[config.mk]
export PLATFORM = sky130hd
export DESIGN_NAME = colour_lookup_arbiter
export DESIGN_NICKNAME = d
export VERILOG_FILES = /design/src/rtl/colour_lookup_arbiter.sv
export SDC_FILE = /design/constraint.sdc
export NUM_CORES = 1
export LEC_CHECK = 0
export BUFFER_PORTS_ARGS = -buffer_cell sky130_fd_sc_hd__buf_2
export CAP_MARGIN = 0
export CORE_UTILIZATION = 47
export CTS_CLUSTER_SIZE = 25
export DETAILED_ROUTE_END_ITERATION = 10
export PLACE_DENSITY = 0.77
export SLEW_MARGIN = 20
export SYNTH_ARGS = -nofsm -noshare
export SYNTH_HDL_FRONTEND = slang
export SYNTH_SLANG_ARGS = --single-unit
[constraint.sdc]
create_clock -name clk -period 1.8 [get_ports clk]
set_input_delay 0.36 -clock clk [delete_from_list [all_inputs] [get_ports clk]]
set_output_delay 0.36 -clock clk [all_outputs]
set_load 0.005 [all_outputs]
[src/rtl/colour_lookup_arbiter.sv]
// rtl/colour_lookup_arbiter.sv - round-robin arbiter sharing one registered-read colour lookup ROM
// between two requesters, each with its own held RGB result register.
module colour_lookup_arbiter #(
  parameter int unsigned READ_LATENCY = 1
) (
  input  logic        clk,
  input  logic        rst,
  input  logic        req_0,
  input  logic [2:0]  colour_0,
  input  logic        req_1,
  input  logic [2:0]  colour_1,
  output logic        done_0,
  output logic [23:0] rgb_0,
  output logic        done_1,
  output logic [23:0] rgb_1,
  output logic        busy,
  output logic        rom_en,
  output logic        rom_we,
  output logic [2:0]  rom_addr,
  input  logic [23:0] rom_rgb
);

  typedef enum logic [1:0] {
    S_IDLE = 2'd0,
    S_READ = 2'd1,
    S_WAIT = 2'd2,
    S_DONE = 2'd3
  } state_t;

  localparam logic [1:0] CNT_INIT = 2'(READ_LATENCY - 1);

  state_t      state_q, state_d;
  logic        owner_q, owner_d;
  logic [2:0]  addr_q,  addr_d;
  logic        last_q,  last_d;
  logic [1:0]  cnt_q,   cnt_d;
  logic [23:0] rgb0_q,  rgb0_d;
  logic [23:0] rgb1_q,  rgb1_d;
  logic        win;

  always_ff @(posedge clk) begin
    if (rst) begin
      state_q <= S_IDLE;
      owner_q <= 1'b0;
      addr_q  <= 3'd0;
      last_q  <= 1'b1;
      cnt_q   <= 2'd0;
      rgb0_q  <= 24'h000000;
      rgb1_q  <= 24'h000000;
    end else begin
      state_q <= state_d;
      owner_q <= owner_d;
      addr_q  <= addr_d;
      last_q  <= last_d;
      cnt_q   <= cnt_d;
      rgb0_q  <= rgb0_d;
      rgb1_q  <= rgb1_d;
    end
  end

  always_comb begin
    state_d = state_q;
    owner_d = owner_q;
    addr_d  = addr_q;
    last_d  = last_q;
    cnt_d   = cnt_q;
    rgb0_d  = rgb0_q;
    rgb1_d  = rgb1_q;
    win     = 1'b0;

    case (state_q)
      S_IDLE: begin
        if (req_0 || req_1) begin
          // On a tie the requester not served last wins.
          win     = (req_0 && req_1) ? ~last_q : req_1;
          owner_d = win;
          addr_d  = win ? colour_1 : colour_0;
          last_d  = win;
          state_d = S_READ;
        end
      end
      S_READ: begin
        cnt_d   = CNT_INIT;
        state_d = S_WAIT;
      end
      S_WAIT: begin
        if (cnt_q == 2'd0) begin
          if (owner_q) rgb1_d = rom_rgb;
          else         rgb0_d = rom_rgb;
          state_d = S_DONE;
        end else begin
          cnt_d = cnt_q - 2'd1;
        end
      end
      S_DONE: begin
        state_d = S_IDLE;
      end
      default: begin
        state_d = S_IDLE;
      end
    endcase
  end

  assign rom_en   = (state_q == S_READ);
  assign rom_we   = 1'b0;
  assign rom_addr = addr_q;
  assign busy     = (state_q != S_IDLE);
  assign done_0   = (state_q == S_DONE) && !owner_q;
  assign done_1   = (state_q == S_DONE) &&  owner_q;
  assign rgb_0    = rgb0_q;
  assign rgb_1    = rgb1_q;

endmodule

=== Word level (Yosys, flattened, before mapping) ===
Index checks and enable logic that the tools add are counted.

* Flip-flop bits (word level): 57
* Bits of input ports: 34
* Output and inout bits: 56
* Word-level logic and storage cells: 37

* Add/sub/neg operators: 1
* Equality and inequality tests: 6
* Muxes and demuxes: 7
* Bitwise logic cells: 2
* Reductions and logical operators: 14

{| class="wikitable"
|+ Operators by type and width
! kind !! number
|-
| case mux 2 bit (4 select lines) || 1
|-
| 2-to-1 mux 2 bit || 3
|-
| != test 2 bit (second input constant) || 3
|-
| AND reduction 2 bit || 3
|-
| AND reduction 3 bit || 2
|-
| equality test 2 bit (second input constant) || 2
|-
| zero test 2 bit || 2
|-
| case mux 2 bit (2 select lines) || 1
|-
| nonzero test 2 bit || 2
|-
| logical AND 1 bit || 3
|-
| 2-to-1 mux 3 bit || 1
|-
| equality test 2 x 1 -> 1 bit (second input constant) || 1
|-
| inverter 1 bit || 2
|-
| subtractor 2 x 1 -> 2 bit (second input constant) || 1
|-
| zero test 1 bit || 1
|-
| logical OR 1 bit || 1
|-
| 2-to-1 mux 1 bit || 1
|}

=== Logic depth before layout (Yosys ltp) ===
* Depth after elaboration: 3
* Depth in mapped cells: 8
* Depth with buffers taken out: 5

=== Least setup slack after synthesis ===
Ideal clock, no wire load.

* Kind: reg-to-reg
* Start point: reg state_q[0]
* End point: reg rgb1_q[23], in the netlist rgb_1[23]
* Setup time: 0.134 ns
* Arrival time: 1.283 ns
* Data required time: 1.666 ns
* Path slack: 0.383 ns
* Cell stages (with the launch flop): 9
* Buffers on the path: 3
* Clock period less this slack: 1.417 ns
* Cells stage by stage: dfxtp_1 inv_1 ha_1 clkbuf_2 and3_1 buf_2 buf_4 nand2_1 a21oi_1

* Longest elaborated chain between the ends: 2

{| class="wikitable"
|+ Ends and longest elaborated chain
! item !! RTL line !! RTL
|-
| start, declared || 32 || <nowiki>state_t state_q, state_d;</nowiki>
|-
| start signal, assigned || 51 || <nowiki>state_q <= state_d;</nowiki>
|-
| equality test 2 bit || 71 || <nowiki>case (state_q)</nowiki>
|-
| AND reduction 3 bit (no source line) || n/a ||
|-
| end signal, assigned || 57 || <nowiki>rgb1_q <= rgb1_d;</nowiki>
|-
| end, declared || 38 || <nowiki>logic [23:0] rgb1_q, rgb1_d;</nowiki>
|}

No other way between the ends.
A chain may end at the register's enable or synchronous reset.

=== Worst setup path in the final report ===
* Start point: reg state_q[0]
* End point: reg rgb0_q[12], in the netlist rgb_0[12]

* Longest elaborated chain between the ends: 2

{| class="wikitable"
|+ Ends and longest elaborated chain
! item !! RTL line !! RTL
|-
| equality test 2 bit || 71 ||
|-
| AND reduction 3 bit (no source line) || n/a ||
|-
| end signal, assigned || 56 || <nowiki>rgb0_q <= rgb0_d;</nowiki>
|-
| end, declared || 37 || <nowiki>logic [23:0] rgb0_q, rgb0_d;</nowiki>
|}

No other way between the ends.

==> results.sh <==
export IMPL_cts_hold_buffers=0
export IMPL_worst_reg2reg_path_depth=6
export IMPL_coreArea_um2=4410
export IMPL_totalNegativeSetupSlack_ps=0
export IMPL_tritoncts="done"
export IMPL_period_needed_ps=1610
export IMPL_place_port_buffers=88
export IMPL_worstPathCellList="inv_1 > ha_1 > and3b_1 > buf_4 > nand2_1 > a21oi_1"
export IMPL_cp_required_ps=2050
export IMPL_synth_seq_cells=57
export IMPL_post_cts_resize_count=0
export IMPL_ys_warn_count=0
export IMPL_timing_final_hold_violations=0
export IMPL_slew_violations=0
export IMPL_detailedPlace_worstSlack_ps=214
export IMPL_syn_area_cell_um2=8.12
export IMPL_cts_htree_levels=3
export IMPL_area_delta_synth_final_pct=30.8
export IMPL_post_cts_setup_buffers=0
export IMPL_power_ir_vdd_worst_mv=0.758
export IMPL_ant_nets=0
export IMPL_firstDrtPassIters=4
export IMPL_placement_rows=24
export IMPL_antenna_found_initial=0
export IMPL_fin_ws_ps=187
export IMPL_first_global_vias=1903
export IMPL_die_area_um2=4920
export IMPL_dieHeight_um=70.2
export IMPL_clk_path_buf_depth=2
export IMPL_cts_root_buf="clkbuf_8"
export IMPL_wl_per_cell_um=11.9
export IMPL_syn_cell_area_um2=2180
export IMPL_max_fo_critical_path=9
export IMPL_grt_util_all_layers_pct=22.1
export IMPL_place_detailed_hpwl_um=3530
export IMPL_finalPower_mw=3.41
export IMPL_design_portCount=90
export IMPL_timing_critical_path_slowest_cell_delay_ps=370
export IMPL_cts_made_buffers=9
export IMPL_dieWidth_um=70.2
export IMPL_global_route_wire_length_before_repair_um=8540
export IMPL_post_synth_num_cell_types=30
export IMPL_count_of_routing_violations_after_the_opening_detailed_route_iteration=105
export IMPL_drv_max_cap_violation_count=0
export IMPL_clkSlewWorstSetupHoldPaths_ps=60
export IMPL_startpoint_type="flip-flop"
export IMPL_layout_worst_path_cycle_share_pct=89.6
export IMPL_post_synth_inst_count=269
export IMPL_synth_fp_nets=309
export IMPL_final_net_count=399
export IMPL_cp_end_kind="flip-flop"
export IMPL_layout_drive_gt1_share_pct=31.8
export IMPL_grt_remaining_overflow=0
export IMPL_drc=0
export IMPL_leakage_nw=1.29
export IMPL_start_util_pct=49.5
export IMPL_cp_slowest_cell="and3b_1"
export IMPL_power_density_nw_per_um2=1190
export IMPL_place_gp_congestion=0.755
export IMPL_post_synth_top_area_cell="dfxtp_1"
export IMPL_worstSkewPairLatency_ps=320
export IMPL_clock_sinks=57
export IMPL_hold_path_stages=3
export IMPL_yosys_area_top_type_share_pct=52.2
export IMPL_ys_seq_area_share_pct=52.2
export IMPL_data_arrival_time_of_the_critical_path_ps=1860
export IMPL_fmax_ghz=0.620
export IMPL_grt_max_degree=35
export IMPL_detail_route_wirelength_um=4930
export IMPL_via_density=4.98
export IMPL_fin_skew_ps=3.68
export IMPL_num_fill_cells=401
export IMPL_setup_worst_path_class="reg2reg"
export IMPL_timing_final_setup_violations=0
export IMPL_vias=2063
export IMPL_outcome="completed"
export IMPL_synth_area_top_cells="dfxtp_1 (52%), nand2_1 (17%), a21oi_1 (12%), ha_1 (3.4%), buf_4 (1.7%)"
export IMPL_worst_hold_path_type="in2reg"
export IMPL_rsz0062_at_grt="false"
export IMPL_number_of_antenna_cells_inserted=0
where the power goes:
| part | switching, mW | total (mW) | internal (mW) |
|---|---|---|---|
| clock network | 0.464 | 1.12 | 0.653 |
| registers | 0.0834 | 1.50 | 1.41 |
| logic | 0.445 | 0.798 | 0.353 |
| total | 0.992 | 3.41 | 2.42 |
layer usage:
layer  wire length (um)  vias to the layer above  global-route usage (%)
met1               2300                      932                    28.2
met3                273                        9                    5.34
met4                 86                        0                    11.3
li1                   -                     1054                       -
met2               2280                       68                    34.6
met5                  0                        -                       0
final cells by class:
| cell class | instances | area (um^2) | area share, % |
|---|---|---|---|
| well taps | 52 | 65.1 | 2.28 |
| clock inverters | 4 | 45.0 | 1.58 |
| repair buffers | 97 | 520 | 18.2 |
| clock buffers | 10 | 138 | 4.82 |
| flip-flops and latches | 57 | 1140 | 39.9 |
| inverters | 5 | 18.8 | 0.657 |
| multi-input cells | 189 | 930 | 32.5 |
state kept, by name (all words and copies together), names as in the netlist:
register  cells
cnt_q         2
state_q       2
rom_addr      3
last_q        1
owner_q       1
rgb_1        24
rgb_0        24
Yosys cell counts:
library cell	n
a31oi_1	2
o21a_1	1
buf_1	2
clkbuf_2	1
a21o_1	1
dfxtp_1	57
nand2b_1	4
and3_1	1
conb_1	1
nand3_1	3
buf_2	6
nand2_1	98
ha_1	6
inv_1	5
buf_4	5
clkbuf_1	4
mux2i_1	3
or3b_4	1
and3b_1	1
a21oi_2	1
a221oi_1	1
and2_1	1
a211oi_1	3
nor2b_1	1
or2_2	1
nor3b_1	1
nor2_1	5
a21boi_2	1
a21oi_1	51
nand3b_1	1
cells by family (layout without fill, tap and decap cells):
family                     count (synthesis)  count (layout)  synth area share, %
DFF                                       57              57                 52.2
muxes                                      3               3                 1.37
adders and majority gates                  6               6                 3.44
AOI/OAI and AO/OA                         61              61                 15.3
other                                      1               1                0.172
and+or+nand+nor                          118             118                 22.3
buffers and inverters                     23             116                 5.21
layout by cell type, fill, tap and decap left out, types with 2 or more instances in the layout:
master,n
ha_1,6
buf_4,8
nand2_1,98
dfxtp_1,57
a21oi_1,51
nand2b_1,4
inv_1,5
mux2i_1,3
clkbuf_8,10
nor2_1,5
a211oi_1,3
a31oi_1,2
nand3_1,3
clkinv_2,3
buf_2,88
final timing paths:
path | startpoint | end | slack (ps)
worst max-delay path | state_q[0] | rgb_0[12] | 190
worst max register to register | state_q[0] | rgb_0[12] | 190
worst min register to register | rgb_1[3] | rgb_1[3] | 450
worst min-delay path | rom_rgb[3] | rgb_1[3] | 280
worst max-delay path: cells and delay by family, from the launching register on:
kind | cells | cell delay [ps]
AND/OR/NAND/NOR | 2 | 430
buffers and inverters | 2 | 360
flip-flops | 1 | 320
adder cells (fa/ha/maj) | 1 | 280
AO/OA/AOI/OAI | 1 | 140
per-stage QoR:
| step | util [%] | hold WS, ps | instance area (um^2) | instances |
|---|---|---|---|---|
| 2_1_floorplan | - | 444 | 2180 | 269 |
| 3_3_place_gp | 60.6 | 439 | 2680 | 400 |
| 4_1_cts | 64.7 | 266 | 2860 | 414 |
| 5_1_grt | 64.7 | 276 | 2860 | 414 |
| 3_5_place_dp | 60.6 | 443 | 2680 | 400 |
| 6_report | 64.7 | 282 | 2860 | 414 |
(Power assumes the default switching activity.)
